--- src/rtl/dif_lut_pkg.sv ---
// Shared defaults and FSM state encoding for the programmable segment lookup table.
package dif_lut_pkg;

    localparam int LUT_KEY_BIT  = 10;
    localparam int LUT_WORD_BIT = 12;
    localparam int LUT_NSEG     = 20;

    typedef enum logic [1:0] {
        ST_EMPTY = 2'd0,
        ST_LOAD  = 2'd1,
        ST_READY = 2'd2,
        ST_ERR   = 2'd3
    } lut_state_t;

endpackage

--- src/rtl/dif_lut_penc.sv ---
// Priority encoder: lowest set bit of the key<bound vector selects the segment,
// no bit set selects the final (open-ended) segment.
module dif_lut_penc
    import dif_lut_pkg::*;
#(
    parameter int NSEG  = LUT_NSEG,
    parameter int IDX_W = $clog2(NSEG)
) (
    input  logic [NSEG-2:0]  lt,
    output logic [IDX_W-1:0] seg
);

    always_comb begin
        seg = IDX_W'(NSEG - 1);
        for (int i = NSEG - 2; i >= 0; i--) begin
            if (lt[i]) seg = IDX_W'(i);
        end
    end

endmodule

--- src/rtl/dif_lut_prog_k10w12.sv ---
// Programmable piecewise-constant lookup: signed key mapped to a signed value by
// ascending segment boundaries, loaded entry-by-entry, looked up in two stages.
//
// state    | meaning
// ---------+---------------------------------------------------------------
// ST_EMPTY | no table since reset; first cfg_valid starts a load
// ST_LOAD  | entries 1..NSEG-1 being accepted in order
// ST_READY | table complete; lookups accepted
// ST_ERR   | load violated; entries discarded until the burst's cfg_last
module dif_lut_prog_k10w12
    import dif_lut_pkg::*;
#(
    parameter int KEY_BIT  = LUT_KEY_BIT,
    parameter int WORD_BIT = LUT_WORD_BIT,
    parameter int NSEG     = LUT_NSEG
) (
    input  logic                clk,
    input  logic                rst_n,
    input  logic                cfg_valid,
    output logic                cfg_ready,
    input  logic [KEY_BIT-1:0]  cfg_bound,
    input  logic [WORD_BIT-1:0] cfg_value,
    input  logic                cfg_last,
    output logic                tbl_ready,
    output logic                cfg_err,
    input  logic                lk_valid,
    input  logic [KEY_BIT-1:0]  lk_key,
    output logic                out_valid,
    output logic [WORD_BIT-1:0] out_value
);

    localparam int IDX_W = $clog2(NSEG);
    localparam logic [IDX_W-1:0] LAST_IDX = IDX_W'(NSEG - 1);

    lut_state_t state, state_nxt;
    logic [IDX_W-1:0] cnt;
    logic [IDX_W-1:0] idx;
    logic drain_open;
    logic restart;
    logic load_acc;
    logic is_final;
    logic viol;
    logic signed [KEY_BIT-1:0] prev_bound;

    logic signed [KEY_BIT-1:0]  bound [NSEG-1];
    logic signed [WORD_BIT-1:0] val   [NSEG];

    logic [NSEG-2:0]  lt_d;
    logic [NSEG-2:0]  s1_lt;
    logic             s1_valid;
    logic [IDX_W-1:0] seg;

    // A new entry restarts at 0 unless we are mid-load or still draining a bad burst.
    always_comb begin
        restart    = cfg_valid && (state != ST_LOAD) && !(state == ST_ERR && drain_open);
        load_acc   = cfg_valid && ((state == ST_LOAD) || restart);
        idx        = restart ? '0 : cnt;
        is_final   = (idx == LAST_IDX);
        prev_bound = (idx != '0 && !is_final) ? bound[idx - 1'b1] : '0;
        viol       = load_acc && ((cfg_last != is_final) ||
                     (idx != '0 && !is_final && $signed(cfg_bound) <= prev_bound));
    end

    always_ff @(posedge clk) begin
        if (!rst_n) state <= ST_EMPTY;
        else        state <= state_nxt;
    end

    always_comb begin
        state_nxt = state;
        if (viol)          state_nxt = ST_ERR;
        else if (load_acc) state_nxt = is_final ? ST_READY : ST_LOAD;
    end

    always_comb begin
        cfg_ready = 1'b1;
        tbl_ready = (state == ST_READY);
        cfg_err   = (state == ST_ERR);
    end

    always_ff @(posedge clk) begin
        if (!rst_n) begin
            cnt        <= '0;
            drain_open <= 1'b0;
        end else begin
            if (load_acc) cnt <= is_final ? '0 : idx + 1'b1;
            if (viol)
                drain_open <= !cfg_last;
            else if (state == ST_ERR && drain_open && cfg_valid && cfg_last)
                drain_open <= 1'b0;
        end
    end

    // Table storage carries no reset; it is unreadable until tbl_ready anyway.
    always_ff @(posedge clk) begin
        if (rst_n && load_acc) begin
            if (!is_final) bound[idx] <= $signed(cfg_bound);
            val[idx] <= $signed(cfg_value);
        end
    end

    always_comb begin
        lt_d = '0;
        for (int i = 0; i < NSEG - 1; i++) begin
            lt_d[i] = ($signed(lk_key) < bound[i]);
        end
    end

    always_ff @(posedge clk) begin
        if (!rst_n) s1_valid <= 1'b0;
        else        s1_valid <= lk_valid && tbl_ready;
    end

    always_ff @(posedge clk) begin
        s1_lt <= lt_d;
    end

    dif_lut_penc #(.NSEG(NSEG)) u_penc (
        .lt  (s1_lt),
        .seg (seg)
    );

    // Stage 2 reads val[] before any same-edge write, so in-flight lookups see the old table.
    always_ff @(posedge clk) begin
        if (!rst_n) begin
            out_valid <= 1'b0;
            out_value <= '0;
        end else begin
            out_valid <= s1_valid;
            if (s1_valid) out_value <= val[seg];
        end
    end

endmodule

--- config.mk ---
export PLATFORM = sky130hd
export DESIGN_NAME = dif_lut_prog_k10w12
export DESIGN_NICKNAME = d
export VERILOG_FILES = /design/src/rtl/dif_lut_pkg.sv /design/src/rtl/dif_lut_penc.sv /design/src/rtl/dif_lut_prog_k10w12.sv
export SDC_FILE = /design/constraint.sdc
export NUM_CORES = 1
export LEC_CHECK = 0
export ABC_AREA = 1
export BUFFER_PORTS_ARGS = -buffer_cell sky130_fd_sc_hd__buf_2
export CORE_MARGIN = 2
export CORE_UTILIZATION = 47
export CTS_BUF_LIST = sky130_fd_sc_hd__clkbuf_8 sky130_fd_sc_hd__clkbuf_16
export DETAILED_ROUTE_END_ITERATION = 10
export SLEW_MARGIN = 30
export SYNTH_ARGS = -nofsm -noshare
export SYNTH_HDL_FRONTEND = slang
export SYNTH_SLANG_ARGS = --single-unit
--- constraint.sdc ---
create_clock -name clk -period 5.9 [get_ports clk]
set_input_delay 0.59 -clock clk [delete_from_list [all_inputs] [get_ports clk]]
set_output_delay 0.59 -clock clk [all_outputs]
set_load 0.01 [all_outputs]
* Word level (Yosys, flattened, before mapping)
Memory sizes are Yosys's and may differ from the RTL's. A register that Yosys moved wholly into a read port is not among the register bits.
Index checks and enable logic that the tools add are counted.
** Storage, ports and cells
- Register bits :: 29
- RAM bits :: 430
- Input port bits :: 37
- Output and inout port bits :: 16
- Word-level logic and storage cells :: 88
- Memories kept :: 2
** Operators by class
- $add $sub $neg :: 2
- Magnitude comparators :: 20
- Equal/unequal tests :: 6
- Multiplexer cells :: 32
- Reductions and logical operators :: 20
** Memory list
- val :: depth 20, width 12, read ports 1, clocked after Yosys merged registers in 1, wr ports 1, line dif_lut_prog_k10w12.sv:46 : logic signed [WORD_BIT-1:0] val [NSEG];
- bound :: depth 19, width 10, read ports 20, clocked after Yosys merged registers in 0, wr ports 1, line dif_lut_prog_k10w12.sv:45 : logic signed [KEY_BIT-1:0] bound [NSEG-1];
** Operators by type and width (count)
- $lt A10 B10 Y1 :: 19
- $mux W5 :: 18
- $logic_and A1 B1 Y1 :: 11
- $le A10 B10 Y1 :: 1
- $mux W10 :: 1
- $mux W2 :: 5
- $mux W1 :: 8
- $add A5 B1 Y5 const B :: 1
- $eq A5 B5 Y1 const B :: 1
- $reduce_bool A5 Y1 :: 1
- $sub A5 B1 Y5 const B :: 1
- $eq A2 B2 Y1 const B :: 2
- $logic_not A1 Y1 :: 4
- $reduce_bool A2 Y1 :: 2
- $eq A2 B1 Y1 const B :: 1
- $logic_or A1 B1 Y1 :: 2
- $ne A2 B1 Y1 const B :: 1
- $ne A1 B1 Y1 :: 1

* Logic depth before layout (Yosys ltp)
- Depth after elaboration :: 19
- Gate-level depth with buffers :: 34
- Depth with buffers taken out :: 30

* Modules after synthesis
Synthesis repeated with hierarchy kept, for this count alone.
** Second synthesis, totals
- Cells, all modules :: 2684
- Area, all modules :: 28868.9 um^2
** By module, submodules not included
- dif_lut_prog_k10w12 :: instances 1, cells each 2631, area an instance 28637.5 um^2, seq. area each 17636.9 um^2
- dif_lut_penc :: instances 1, cells each 53, area an instance 231.5 um^2, seq. area each 0.0 um^2

* Worst setup path before layout
OpenSTA, ideal clock, no wires.
- Path type :: input-to-reg
- From :: in cfg_valid
- To :: reg drain_open
- Library setup time :: 0.121 ns
- Arrival time :: 4.585 ns
- Data required time :: 5.779 ns
- Path slack :: 1.194 ns
- Cell stages on the path :: 31
- Buffers on the path :: 6
- Cells stage by stage :: nand2_2 > a21oi_4 > nor2_4 > buf_4 > buf_2 > buf_2 > ha_1 > clkbuf_1 > clkbuf_1 > buf_1 > a21oi_1 > o21ai_0 > nand3_1 > nand3_1 > a21oi_1 > or3_1 > ha_1 > inv_1 > nor2_1 > nor2_1 > o21a_1 > o21ai_0 > a21oi_1 > nor2_1 > nor2_1 > nor2_1 > o221ai_1 > nand3_1 > a21oi_2 > o21ai_0 > a31oi_1
** Between the ends
- Longest elaborated chain between the ends :: 12
- Elaborated cells between the ends (all ways) :: 21
- Those cells by class :: add/sub: 1; order compare: 1; eq/ne: 2; mux: 3; reduce/logical: 13; memory: 1
** Ends and longest elaborated chain
- start, declared :: line dif_lut_prog_k10w12.sv:19 : input logic cfg_valid,
- parallel branches: the longest is 12 deep, another holds $mem_v2 Z19 W10
- end signal, assigned :: line dif_lut_prog_k10w12.sv:88 : drain_open <= !cfg_last;
- end, declared :: line dif_lut_prog_k10w12.sv:38 : logic drain_open;
Parallel ways; which one is timed is not known.
A chain may end at the register's enable or synchronous reset.

* Worst setup path in the final report
- From :: reg state[0]
- To :: reg drain_open
** Between the ends
- Longest elaborated chain between the ends :: 14
- Elaborated cells between the ends (all ways) :: 26
- Those cells by class :: add/sub: 1; order compare: 1; eq/ne: 5; mux: 3; reduce/logical: 15; memory: 1
** Ends and longest elaborated chain
- start, declared :: line dif_lut_prog_k10w12.sv:35 : lut_state_t state, state_nxt;
- start signal, assigned :: line dif_lut_prog_k10w12.sv:66 : else state <= state_nxt;
- parallel branches: the longest is 14 deep, another holds $mem_v2 Z19 W10
Parallel ways; which one is timed is not known.

==> results by group <==
Drt
  • Routed len/inst: 21.3 µm
  • Post-Route WL: 76800 µm
  • Drt first pass iters: 5
  • Avg Vias per Cell: 5.57
  • Total number of vias: 20100
  • Antenna Violating Nets Remaining: 0
  • DRT iter0 DRCs: 1689
  • # DRC: 0

Pwr
  • Switching portion of total power: 25.6%
  • Pwr Total: 9940 µW
  • NetSw: 2540 µW
  • Pint: 7400 µW
  • VDD IR max: 253 µV
  • Leak: 0.0130 µW
  • Combinational power share: 11.8%
  • Part of the power in the clock network: 40.8%
  • Cell Pwr Density: 305 nW/µm²
  • Seq pwr share: 47.3%

Timing
  • Final Slew Violations: 0
  • Worst Skew: 0.0189 ns
  • Tmin final: 5.21 ns
  • Actual slew at the worst max-slew pin: 0.943 ns
  • Final hold vios: 0
  • Max Freq: 0.192 GHz
  • Fin crit share: 88.3%
  • Worst-case headroom to the max-slew limit: 37.0%
  • Final setup viols: 0
  • Final setup TNS: 0 ns
  • RSZ-0062 raised after global routing: no

Die
  • Initial Util: 47.5%
  • Core Area: 61600 µm²
  • Row count: 91
  • I/O Pins: 53
  • DIE AREA: 64200 µm²
  • Die W: 253 µm
  • Die Y: 253 µm

Place
  • HPWL Detailed: 48900 µm
  • GPL Wtd Cong: 0.869
  • IO Port Bufs: 51

Global route
  • Largest net degree at the start of global routing: 128
  • Initial antenna violation count: 2
  • Global route overflow: 0
  • GR Util All Layers: 24.3%
  • Number of global-route vias before repair: 19500
  • First-pass GRT wire length: 118000 µm

Synthesis
  • Number of synthesized flops with an enable pin: 560
  • Yosys cell types: 43
  • Top cells by area, synth: edfxtp_1 58%, ha_1 8.0%, nand3_1 5.8%
  • Mean post-synth cell area: 11.0 µm²
  • Multiplexer area fraction after synthesis: 0%
  • Main synth FF type: edfxtp_1
  • Post-Syn Area: 29200 µm²
  • Post-Synth Simple-Gate Area: 13.5%
  • Adder-Cell Fraction of Synth Area: 7.96%
  • Part of the Yosys area used for sequential elements: 60.3%
  • Flops & latches, synth: 601
  • Syn Inst Count: 2667
  • Synth Warn #: 0
  • Yosys top cell area share: 57.5%
  • XOR/XNOR Fraction of Synth Area: 0.214%
  • Synth Area in Compound Gates: 10.5%
  • Largest family of logic cells by synthesized area: simple AND/OR/NAND/NOR gates
  • Ys async rst share: 0%
  • Dominant cell type by area after synthesis: edfxtp_1

Layout
  • Layout net count: 2942
  • Fillers: 5387
  • Ant. Diodes: 0
  • Share of post-route cells with drive strength above 1: 8.60%
  • Reg area: 17600 µm²
  • Layout Utilization: 52.9%
  • Multi-input logic area: 9570 µm²
  • Area growth, synth to finish: 11.5%

Setup path
  • Crit path DAT: 5.74 ns
  • CP Launch Type: flip-flop
  • WP data required: 6.43 ns
  • Crit Path Class: flip-flop to flip-flop
  • Setup slack, reg-to-reg: 0.69 ns
  • Worst Reg-to-Reg Cells: 24
  • Critical path endpoint category: flip-flop
  • Largest fanout on the critical path: 53

Clock tree
  • Worst skew pair latency: 0.60 ns
  • Htree depth: 3
  • CTS tree: built
  • Hold buffer count at cts: 0
  • Clock-pin transition on the worst setup and hold timing paths: 0.06 ns
  • CTS max path bufs: 3
  • Post-CTS sizing: 0
  • CTS root buf: clkbuf_16
  • CTS buffer count: 68
  • CTS Sinks: 601
  • Setup Fix Bufs, Post-CTS: 0

Flow run
  • Max-Cap Viols: 0

Outcome
  • Status: finished clean

Min path
  • Worst min-delay path class: input pin to flip-flop
  • Hold Path Depth: 3
[Yosys cell counts, types with 12 or more instances]
cell      instances
o21ai_0         113
a21oi_1         142
a21boi_0         28
buf_2            32
a32o_1           20
o21ai_1          15
o21a_1           50
dfxtp_1          41
nand3b_1         58
ha_1            186
nor2_1           98
nand3_1         341
o221ai_1         13
inv_1           401
edfxtp_1        560
nand2_1         314
o211ai_1         84
clkbuf_1         66
buf_6            12
[critical path, cell delays in order (launching register included)]
cell      delay [ns]
dfxtp_1         0.43
nand2_1         0.09
inv_2           0.06
nand2_2         0.06
nand2_2         0.19
a21oi_4         0.10
nor2_1          0.21
inv_1           0.15
ha_4            0.44
buf_12          0.30
buf_12          0.29
a21oi_1         0.06
o21ai_0         0.08
o21ai_1         0.09
o211ai_1        0.23
a21oi_1         0.14
or3_1           0.38
ha_1            0.33
nand2_1         0.09
or4_1           0.55
o221ai_1        0.13
nand3_1         0.23
a21oi_2         0.19
o21ai_0         0.09
a31oi_1         0.15
[cell families after synthesis]
| kind of cell | count (synthesis) |
|---|---|
| AO/OA/AOI/OAI | 490 |
| AND/OR/NAND/NOR | 849 |
| XOR/XNOR | 5 |
| adder cells (fa/ha/maj) | 186 |
| flip-flops | 601 |
| buffers and inverters | 534 |
| other | 2 |
[placed cells by master (no fill, tap or decap), drive strengths merged, types with 4 or more instances in the layout]
cell and instances:
conb 11, ha 186, nand3b 58, nor2 100, inv 427, dfxtp 41, o211ai 84, edfxtp 560
o21a 50, or3 9, clkbuf 71, o221ai 13, a21boi 28, buf 99, o2bb2ai 9, nor3b 8
xor2 4, clkinv 24, nand2 320, nor4 4, o21ai 128, nor3 7, nand3 341, bufinv 5
o22ai 10, a21oi 144, a32o 20
[through the flow]
| stage | std cells | area (µm²) | setup slack (ns) | hold WS [ns] |
|---|---|---|---|---|
| 3_3_place_gp | 3486 | 30400 | 0.678 | 0.502 |
| 5_1_grt | 3606 | 32600 | 0.315 | 0.192 |
| 3_5_place_dp | 3486 | 30500 | 0.585 | 0.504 |
| 6_report | 3606 | 32600 | 0.691 | 0.212 |
| 2_1_floorplan | 2676 | 29300 | 1.19 | 0.471 |
| 4_1_cts | 3606 | 32600 | 0.685 | 0.183 |
[path summary, 6_finish.rpt]
| kind | endpoint | startpoint |
|---|---|---|
| max | drain_open | state[0] |
| max reg2reg | drain_open | state[0] |
| min reg2reg | cnt[3] | cnt[3] |
| min | s1_valid | lk_valid |
[power groups by stage]
stage / logic [µW] / registers (µW) / clock network, µW
final: 1180 / 4710 / 4060
after global routing: 1310 / 4710 / 4300
after CTS: 1180 / 4710 / 4130
after detailed placement: 1180 / 4790 / 0
after global placement: 1160 / 4790 / 0
after floorplan: 759 / 4790 / 0
[final cells by class]
class | count | share of cell area, %
inverter | 408 | 4.71
timing repair buffer | 99 | 2.08
multi-input combinational | 1541 | 29.4
clock buffer | 71 | 5.35
clock inverter | 49 | 1.16
tap | 837 | 3.21
sequential | 601 | 54.1
[flip-flops by register name (all words and copies together), names as in the netlist]
register and cells:
cnt 5, drain_open 1, s1_lt 19, s1_valid 1, out_value 12, out_valid 1
bound 320, state 2, val 240
[layer usage]
layer | share of wire (%) | GRT usage (%)
met4 | 3.0 | 7.74
met1 | 44 | 32.9
met3 | 4.8 | 3.37
met5 | 0.016 | 0
met2 | 48 | 40.4
Note: power is estimated with default switching activity, not from simulation.
